[src/rtl/scan_test_controller.sv]
// Scan test controller: scans a state vector into the CUT chain, runs one capture cycle,
// then compares the unloaded chain and sampled POs against the expected values.
module scan_test_controller #(
  parameter int unsigned NFF  = 56,
  parameter int unsigned PI_W = 8,
  parameter int unsigned PO_W = 17
) (
  input  logic            clk,
  input  logic            reset,
  input  logic            clear,
  input  logic            vec_valid,
  output logic            vec_ready,
  input  logic [PI_W-1:0] vec_pi,
  input  logic [NFF-1:0]  vec_st,
  input  logic [PO_W-1:0] vec_po,
  output logic            NbarT,
  output logic            Si,
  input  logic            So,
  output logic [PI_W-1:0] pi_out,
  input  logic [PO_W-1:0] po_in,
  output logic            res_valid,
  output logic            res_fail,
  output logic [15:0]     fail_cnt,
  output logic [15:0]     vec_cnt
);

  localparam int unsigned   CW      = $clog2(NFF + 1);
  localparam logic [CW-1:0] LastCnt = CW'(NFF - 1);

  typedef enum logic [1:0] {StIdle, StShift, StCapture, StCompare} state_e;

  state_e          r_state;
  logic [CW-1:0]   r_cnt;
  logic [NFF-1:0]  r_ld, r_unl, r_prev_st;
  logic [PO_W-1:0] r_exp_po, r_po_smp;
  logic [PI_W-1:0] r_pi;
  logic            r_prev_ok, r_nbart, r_si, r_res_valid;
  logic [15:0]     r_fail_cnt, r_vec_cnt;

  logic            w_accept, w_res_fail;
  logic [NFF-1:0]  w_ld_rot, w_unl_nxt;

  // Rotating the load register keeps the next scan bit at index 0; after NFF
  // rotations it holds the original vector again, ready to become prev_st.
  assign w_ld_rot   = (r_ld >> 1) | (r_ld << (NFF - 1));
  assign w_unl_nxt  = NFF'({So, r_unl} >> 1);
  assign w_res_fail = (r_prev_ok & (r_unl != r_prev_st)) | (r_po_smp != r_exp_po);
  assign vec_ready  = (r_state == StIdle) & ~clear;
  assign w_accept   = vec_valid & vec_ready;

  assign NbarT     = r_nbart;
  assign Si        = r_si;
  assign pi_out    = r_pi;
  assign res_valid = r_res_valid & ~clear;
  assign res_fail  = r_res_valid & w_res_fail;
  assign fail_cnt  = r_fail_cnt;
  assign vec_cnt   = r_vec_cnt;

  always_ff @(posedge clk or negedge reset) begin
    if (!reset) begin
      r_state     <= StIdle;
      r_cnt       <= '0;
      r_ld        <= '0;
      r_unl       <= '0;
      r_prev_st   <= '0;
      r_exp_po    <= '0;
      r_po_smp    <= '0;
      r_pi        <= '0;
      r_prev_ok   <= 1'b0;
      r_nbart     <= 1'b1;
      r_si        <= 1'b0;
      r_res_valid <= 1'b0;
      r_fail_cnt  <= '0;
      r_vec_cnt   <= '0;
    end else if (clear) begin
      r_state     <= StIdle;
      r_cnt       <= '0;
      r_prev_ok   <= 1'b0;
      r_nbart     <= 1'b1;
      r_si        <= 1'b0;
      r_res_valid <= 1'b0;
      r_fail_cnt  <= '0;
      r_vec_cnt   <= '0;
    end else begin
      unique case (r_state)
        StIdle: begin
          if (w_accept) begin
            r_pi     <= vec_pi;
            r_ld     <= vec_st;
            r_exp_po <= vec_po;
            r_cnt    <= '0;
            r_si     <= vec_st[0];
            r_state  <= StShift;
          end
        end
        StShift: begin
          r_unl <= w_unl_nxt;
          r_ld  <= w_ld_rot;
          if (r_cnt == LastCnt) begin
            r_nbart <= 1'b0;
            r_si    <= 1'b0;
            r_state <= StCapture;
          end else begin
            r_cnt <= r_cnt + 1'b1;
            r_si  <= w_ld_rot[0];
          end
        end
        StCapture: begin
          r_po_smp    <= po_in;
          r_nbart     <= 1'b1;
          r_res_valid <= 1'b1;
          r_state     <= StCompare;
        end
        StCompare: begin
          r_res_valid <= 1'b0;
          r_prev_st   <= r_ld;
          r_prev_ok   <= 1'b1;
          r_vec_cnt   <= r_vec_cnt + 16'd1;
          if (w_res_fail && (r_fail_cnt != 16'hFFFF)) r_fail_cnt <= r_fail_cnt + 16'd1;
          r_state     <= StIdle;
        end
        default: r_state <= StIdle;
      endcase
    end
  end

endmodule
[config.mk]
export PLATFORM = sky130hd
export DESIGN_NAME = scan_test_controller
export DESIGN_NICKNAME = d
export VERILOG_FILES = /design/src/rtl/scan_test_controller.sv
export SDC_FILE = /design/constraint.sdc
export NUM_CORES = 1
export LEC_CHECK = 0
export CAP_MARGIN = 20
export CORE_UTILIZATION = 55
export CTS_CLUSTER_DIAMETER = 100
export DETAILED_ROUTE_END_ITERATION = 12
export HOLD_SLACK_MARGIN = 0.08
export MAX_ROUTING_LAYER = met4
export PLACE_DENSITY = 0.8
export SKIP_CTS_REPAIR_TIMING = 1
export SYNTH_ARGS = -nofsm -noshare
export SYNTH_HDL_FRONTEND = slang
export SYNTH_SLANG_ARGS = --single-unit
[constraint.sdc]
create_clock -name clk -period 3.3 [get_ports clk]
set_input_delay 0.495 -clock clk [delete_from_list [all_inputs] [get_ports clk]]
set_output_delay 0.495 -clock clk [all_outputs]
set_load 0.05 [all_outputs]
* Yosys cells after proc, flatten, opt, wreduce, memory -nomap -nowiden
Index checks and enable logic that the tools add are counted.
** Storage, ports and cells
- Flip-flop bits (word level) :: 254
- Input bits :: 103
- Output and inout bits :: 45
- Word-level logic and storage cells :: 80
** Cells by class
- Add/subtract/negate cells :: 3
- Equal/unequal tests :: 11
- Mux-type cells :: 26
- Bitwise logic cells :: 8
- Reductions and logical operators :: 18
** Operator list (number)
- $pmux W56 S2 :: 1
- $mux W16 :: 5
- $mux W56 :: 1
- $ne A56 B56 Y1 :: 1
- $or A55 B56 Y56 :: 1
- $add A16 B1 Y16 const B :: 2
- $mux W6 :: 3
- $ne A17 B17 Y1 :: 1
- $ne A16 B16 Y1 const B :: 1
- $reduce_and A2 Y1 :: 7
- $pmux W6 S2 :: 1
- $ne A3 B3 Y1 const B :: 3
- $reduce_and A3 Y1 :: 3
- $reduce_bool A3 Y1 :: 3
- $mux W1 :: 8
- $pmux W2 S4 :: 1
- $add A6 B1 Y6 const B :: 1
- $eq A6 B6 Y1 const B :: 1
- $mux W2 :: 3
- $pmux W1 S2 :: 3
- $reduce_bool A2 Y1 :: 3
- $and A1 B1 Y1 :: 5
- $eq A2 B2 Y1 const B :: 2
- $eq A2 B1 Y1 const B :: 1
- 5 further kinds :: 5

* Depth between registers and ports, before layout
- Depth after elaboration :: 7
- Gate-level depth with buffers :: 10
- Mapped depth without buffers :: 9

* Worst setup path after synthesis
No wires, ideal clock.
- Path kind :: register to register
- From :: register r_state[0]
- To :: register r_ld[50]
- Setup time :: 135 ps
- Arrival time :: 2500 ps
- Required time :: 3165 ps
- Slack :: 665 ps
- Cell stages (with the launch flop) :: 10
- Buffers on the path :: 2
- Period minus slack after synthesis :: 2635 ps
- Cell sequence :: dfrtp_1 > inv_1 > ha_1 > nor2b_1 > nand2_1 > o21a_1 > buf_2 > buf_1 > nand2_1 > o21ai_0
** Between the ends
- Word-level cells in the longest chain between the ends :: 5
- Elaborated cells on any way between the ends :: 8
- Those cells by class :: 2 x eq/ne; 1 x mux; 2 x bitwise; 3 x reduce/logical
** Ends and longest elaborated chain
- start, declared :: RTL line 32 : state_e r_state;
- start signal, assigned :: RTL line 61 : r_state <= StIdle;
- start signal, assigned :: RTL line 76 : r_state <= StIdle;
- start signal, assigned :: RTL line 93 : r_state <= StShift;
- $logic_not A2 Y1 :: RTL line 48 : assign vec_ready = (r_state == StIdle) & ~clear;
- $and A1 B1 Y1 :: RTL line 48
- named net vec_ready :: RTL line 12 : output logic vec_ready,
- $and A1 B1 Y1 :: RTL line 49 : assign w_accept = vec_valid & vec_ready;
- $ne A2 B2 Y1 (no line)
- $reduce_and A3 Y1 (no line)
- end signal, assigned :: RTL line 89 : r_ld <= vec_st;
- end signal, assigned :: RTL line 98 : r_ld <= w_ld_rot;
- end, declared :: RTL line 34 : logic [NFF-1:0] r_ld, r_unl, r_prev_st;
The timed path passes the listed nets, and every way through them passes these cells.
A chain may end at the register's enable or synchronous reset.

* Worst setup path in the final report
- From :: register r_prev_st[24]
- To :: output res_fail
** Between the ends
- Word-level cells in the longest chain between the ends :: 4
** Ends and longest elaborated chain
- start, declared :: RTL line 34
- start signal, assigned :: RTL line 116 : r_prev_st <= r_ld;
- $ne A56 B56 Y1 :: RTL line 47 : assign w_res_fail = (r_prev_ok & (r_unl != r_prev_st)) | (r_po_smp != r_exp_po);
- $and A1 B1 Y1 :: RTL line 47
- $or A1 B1 Y1 :: RTL line 47
- $and A1 B1 Y1 :: RTL line 55 : assign res_fail = r_res_valid & w_res_fail;
- end, declared :: RTL line 22 : output logic res_fail,
No other way between the ends.

==> reports/results.tsv <==
stage	metric	value	unit
run_status	outcome	finished clean	
sta	max-slew violations	0	
setup_path	crit-path max cell delay	0.46	ns
hold_path	worst hold start	pi_out[2]	
placement	DP Worst Slack	0.349	ns
cells_and_area	Layout area overhead	24.1	%
detailed_routing	# DRC	0	
sta	Clock Skews	0.0145	ns
logic_synthesis	top cells by area, synth	dfrtp_1 (56%), mux2_2 (9.8%), nand2_1 (7.9%)	
logic_synthesis	synthesized net count	1139	
logic_synthesis	main flop type after synthesis	dfrtp_1	
sta	crit path time final	3.16	ns
global_route	antenna violations before repair	0	
clock_tree	CTS clock-pin slew for the worst setup and hold paths	0.06	ns
global_route	All-Layer GR Usage	24.6	%
floorplanning	core area	20200	um^2
logic_synthesis	asr flop ratio synth	100	%
setup_path	Crit. End Element	output pin	
detailed_routing	WL per Instance	16.9	um
sta	Final WS setup	0.136	ns
cells_and_area	layout cells sized above 1	15.6	%
global_route	M2 GR Usage	39.6	%
power	Worst VDD drop	0.635	mV
setup_path	RR Endpoint	fail_cnt[12]	
job	max_cap viols	0	
logic_synthesis	synth unique cells	46	
setup_path	Worst Path Buf+Inv	1	
logic_synthesis	Cell Area, Synth	11400	um^2
logic_synthesis	sequential share of the synthesized area	56.0	%
sta	period utilisation layout	95.9	%
clock_tree	CTS tree	built	
sta	RSZ-0062 raised after global routing	no	
setup_path	CP arrival	2.67	ns
clock_tree	H-tree depth	1	
global_route	pin count of the biggest net entering global routing	95	
detailed_routing	Pre-Repair DR Iteration Count	7	
logic_synthesis	top-area cell type share of the netlist area	55.8	%
floorplanning	initial core utilization	56.1	%
placement	Final GP Congestion	0.831	
power	Tot Pwr	11.0	mW
setup_path	CP Launch Type	flop	
power	PwrDens	784	nW/um^2
setup_path	Reg2Reg Setup Slack	0.66	ns
clock_tree	CTS buffer count	27	
setup_path	Slowest cell on crit path	nor4_1	
hold_path	Hold Path Sink	pi_out[2]	
floorplanning	Die Area	21200	um^2
hold_path	WHS Path Cells	1	
clock_tree	clock tree buffer depth	3	
global_route	global route hottest layer	met2	
floorplanning	Rows	52	
floorplanning	Die X	146	um
setup_path	CP Cell Sequence	xnor2_1 -> nand4_1 -> nor4_1 -> nand4_1 -> a21oi_4 -> nor2b_1 -> dlymetal6s2s_1	
global_route	GR Util met1	34.3	%
detailed_routing	via count	7828	
setup_path	reg2reg path depth	9	
floorplanning	die extent in y	146	um
global_route	first-pass GRT wire length	40700	um
logic_synthesis	total number of yosys warnings	0	
detailed_routing	DRT iter0 DRCs	507	
setup_path	Critical R2R Launch	r_prev_st[24]	
sta	Hold Fails Final Rpt	0	
setup_path	CP delay by family, top	simple AND/OR/NAND/NOR gates	
setup_path	CP max FO	2	
sta	Max Clk Rate	316	MHz
detailed_routing	Post-DRT Antenna Nets	0	
logic_synthesis	Cells after Synth	1029	
logic_synthesis	Seq cells post-synth	254	
logic_synthesis	number of flops mapped to enable cells by yosys	0	
floorplanning	IO Pins	148	
cells_and_area	antenna cells	0	
clock_tree	worst skew pair latency	0.52	ns
placement	hpwl dp	16800	um
setup_path	critical path type	flop to output pin	
sta	final setup fails	0	
power	leakage	6.32	nW
setup_path	WP data required	2.80	ns
logic_synthesis	Yosys top cell by area	dfrtp_1	
clock_tree	Clock Tree Root	clkbuf_16	
global_route	via count of the first global-routing pass	7800	
sta	Slew headroom	50.2	%
global_route	total grt overflow	0	
detailed_routing	WL final	24700	um
clock_tree	Num Clock Sinks	254	
setup_path	Crit path top cell by count	nand4_1	
placement	Port Buffers	147	
logic_synthesis	Post-Syn Area per Cell	11.0	um^2
cells_and_area	nets@finish	1279	
global_route	met3 GRT Util	2.35	%
detailed_routing	via/cell ratio	5.37	
hold_path	HP Class	flop to flop	
sta	Worst Tran Pin Value	0.748	ns
-- per-layer routing --
metal	wire length [um]	part of all wire [%]
met4	335	1.4
met3	931	3.8
met5	0	0
met1	11200	45
met2	12200	50
-- metrics by stage --
| step | hold WS [ns] | instances | area, um^2 | utilization, % | setup TNS [ns] |
|---|---|---|---|---|---|
| finish | 0.502 | 1459 | 14100 | 69.7 | 0 |
| global route | 0.535 | 1459 | 14100 | 69.7 | 0 |
| CTS | 0.0248 | 1458 | 14100 | 69.6 | -0.213 |
| detailed placement | 0.496 | 1409 | 13200 | 65.0 | 0 |
| global placement | 0.487 | 1409 | 13200 | 65.0 | 0 |
| floorplan | 0.199 | 1029 | 11400 | - | 0 |
-- worst register-to-register path, stage by stage, from the launching register on --
cell	delay (ns)
dfrtp_1	0.39
xnor2_1	0.19
nand4_1	0.15
nor4_1	0.46
nand4_1	0.34
a21oi_4	0.24
buf_4	0.22
nor2_2	0.08
nand4_1	0.11
mux2_2	0.34
-- worst max path at each step --
stage                   from  endpoint  depth (start not counted)
6_report       r_prev_st[24]  res_fail                          7
5_1_grt             r_unl[5]  res_fail                          7
4_1_cts        r_prev_st[24]  res_fail                          7
3_5_place_dp   r_prev_st[24]  res_fail                          7
3_3_place_gp       r_unl[25]  res_fail                          7
2_1_floorplan     r_state[0]  r_ld[50]                          9
-- cells in the final DEF (no fill, tap or decap), types with 16 or more instances in the layout --
cell / netlist / layout
nor2_1: 39 / 39
mux2i_1: 58 / 58
o21ai_0: 65 / 65
nand4_1: 29 / 29
dfrtp_1: 253 / 253
mux2_2: 99 / 99
xor2_1: 16 / 16
clkbuf_16: 0 / 27
nand2_1: 239 / 239
clkdlybuf4s50_1: 0 / 143
xnor2_1: 84 / 84
-- cells in the mapped netlist (5+ instances only) --
| library cell | instances |
|---|---|
| nand4_1 | 29 |
| dfrtp_1 | 253 |
| inv_1 | 8 |
| o21ai_0 | 65 |
| nor3_1 | 9 |
| xor2_1 | 16 |
| buf_2 | 10 |
| xnor2_1 | 84 |
| mux2i_1 | 58 |
| mux2_2 | 99 |
| clkbuf_1 | 33 |
| ha_1 | 7 |
| nor2_1 | 39 |
| nor2b_1 | 7 |
| buf_1 | 5 |
| nand2_1 | 239 |
| a21oi_1 | 12 |
| nand3_1 | 12 |
-- report_power, final --
group | internal [mW] | leakage [nW] | switching, mW | total (mW)
registers | 4.05 | 3.32 | 0.801 | 4.86
logic | 1.52 | 2.54 | 1.52 | 3.05
clock network | 1.92 | 0.465 | 1.22 | 3.14
-- flip-flops by register name (all words and copies together), names as in the netlist, 8 cells and up --
| name | count |
|---|---|
| r_prev_st | 56 |
| r_po_smp | 17 |
| r_unl | 56 |
| pi_out | 8 |
| vec_cnt | 16 |
| r_exp_po | 17 |
| fail_cnt | 16 |
| r_ld | 56 |
-- layout make-up --
cell class / instances / area [um^2]
timing repair buffer: 164 / 1680
tap: 270 / 338
inverter: 8 / 30.0
clock buffer: 35 / 756
clock inverter: 14 / 176
fill: 1443 / 6140
sequential: 254 / 6360
multi-input combinational: 714 / 4760
-- kinds of logic after synthesis --
family | count (synthesis) | share of synthesized area, %
AOI/OAI and AO/OA | 86 | 4.13
DFF | 254 | 56.0
buffers and inverters | 61 | 2.38
muxes | 157 | 14.9
and+or+nand+nor | 364 | 14.1
xor gates and xnor gates | 100 | 7.71
adders and majority gates | 7 | 0.771
(Power assumes the default switching activity.)
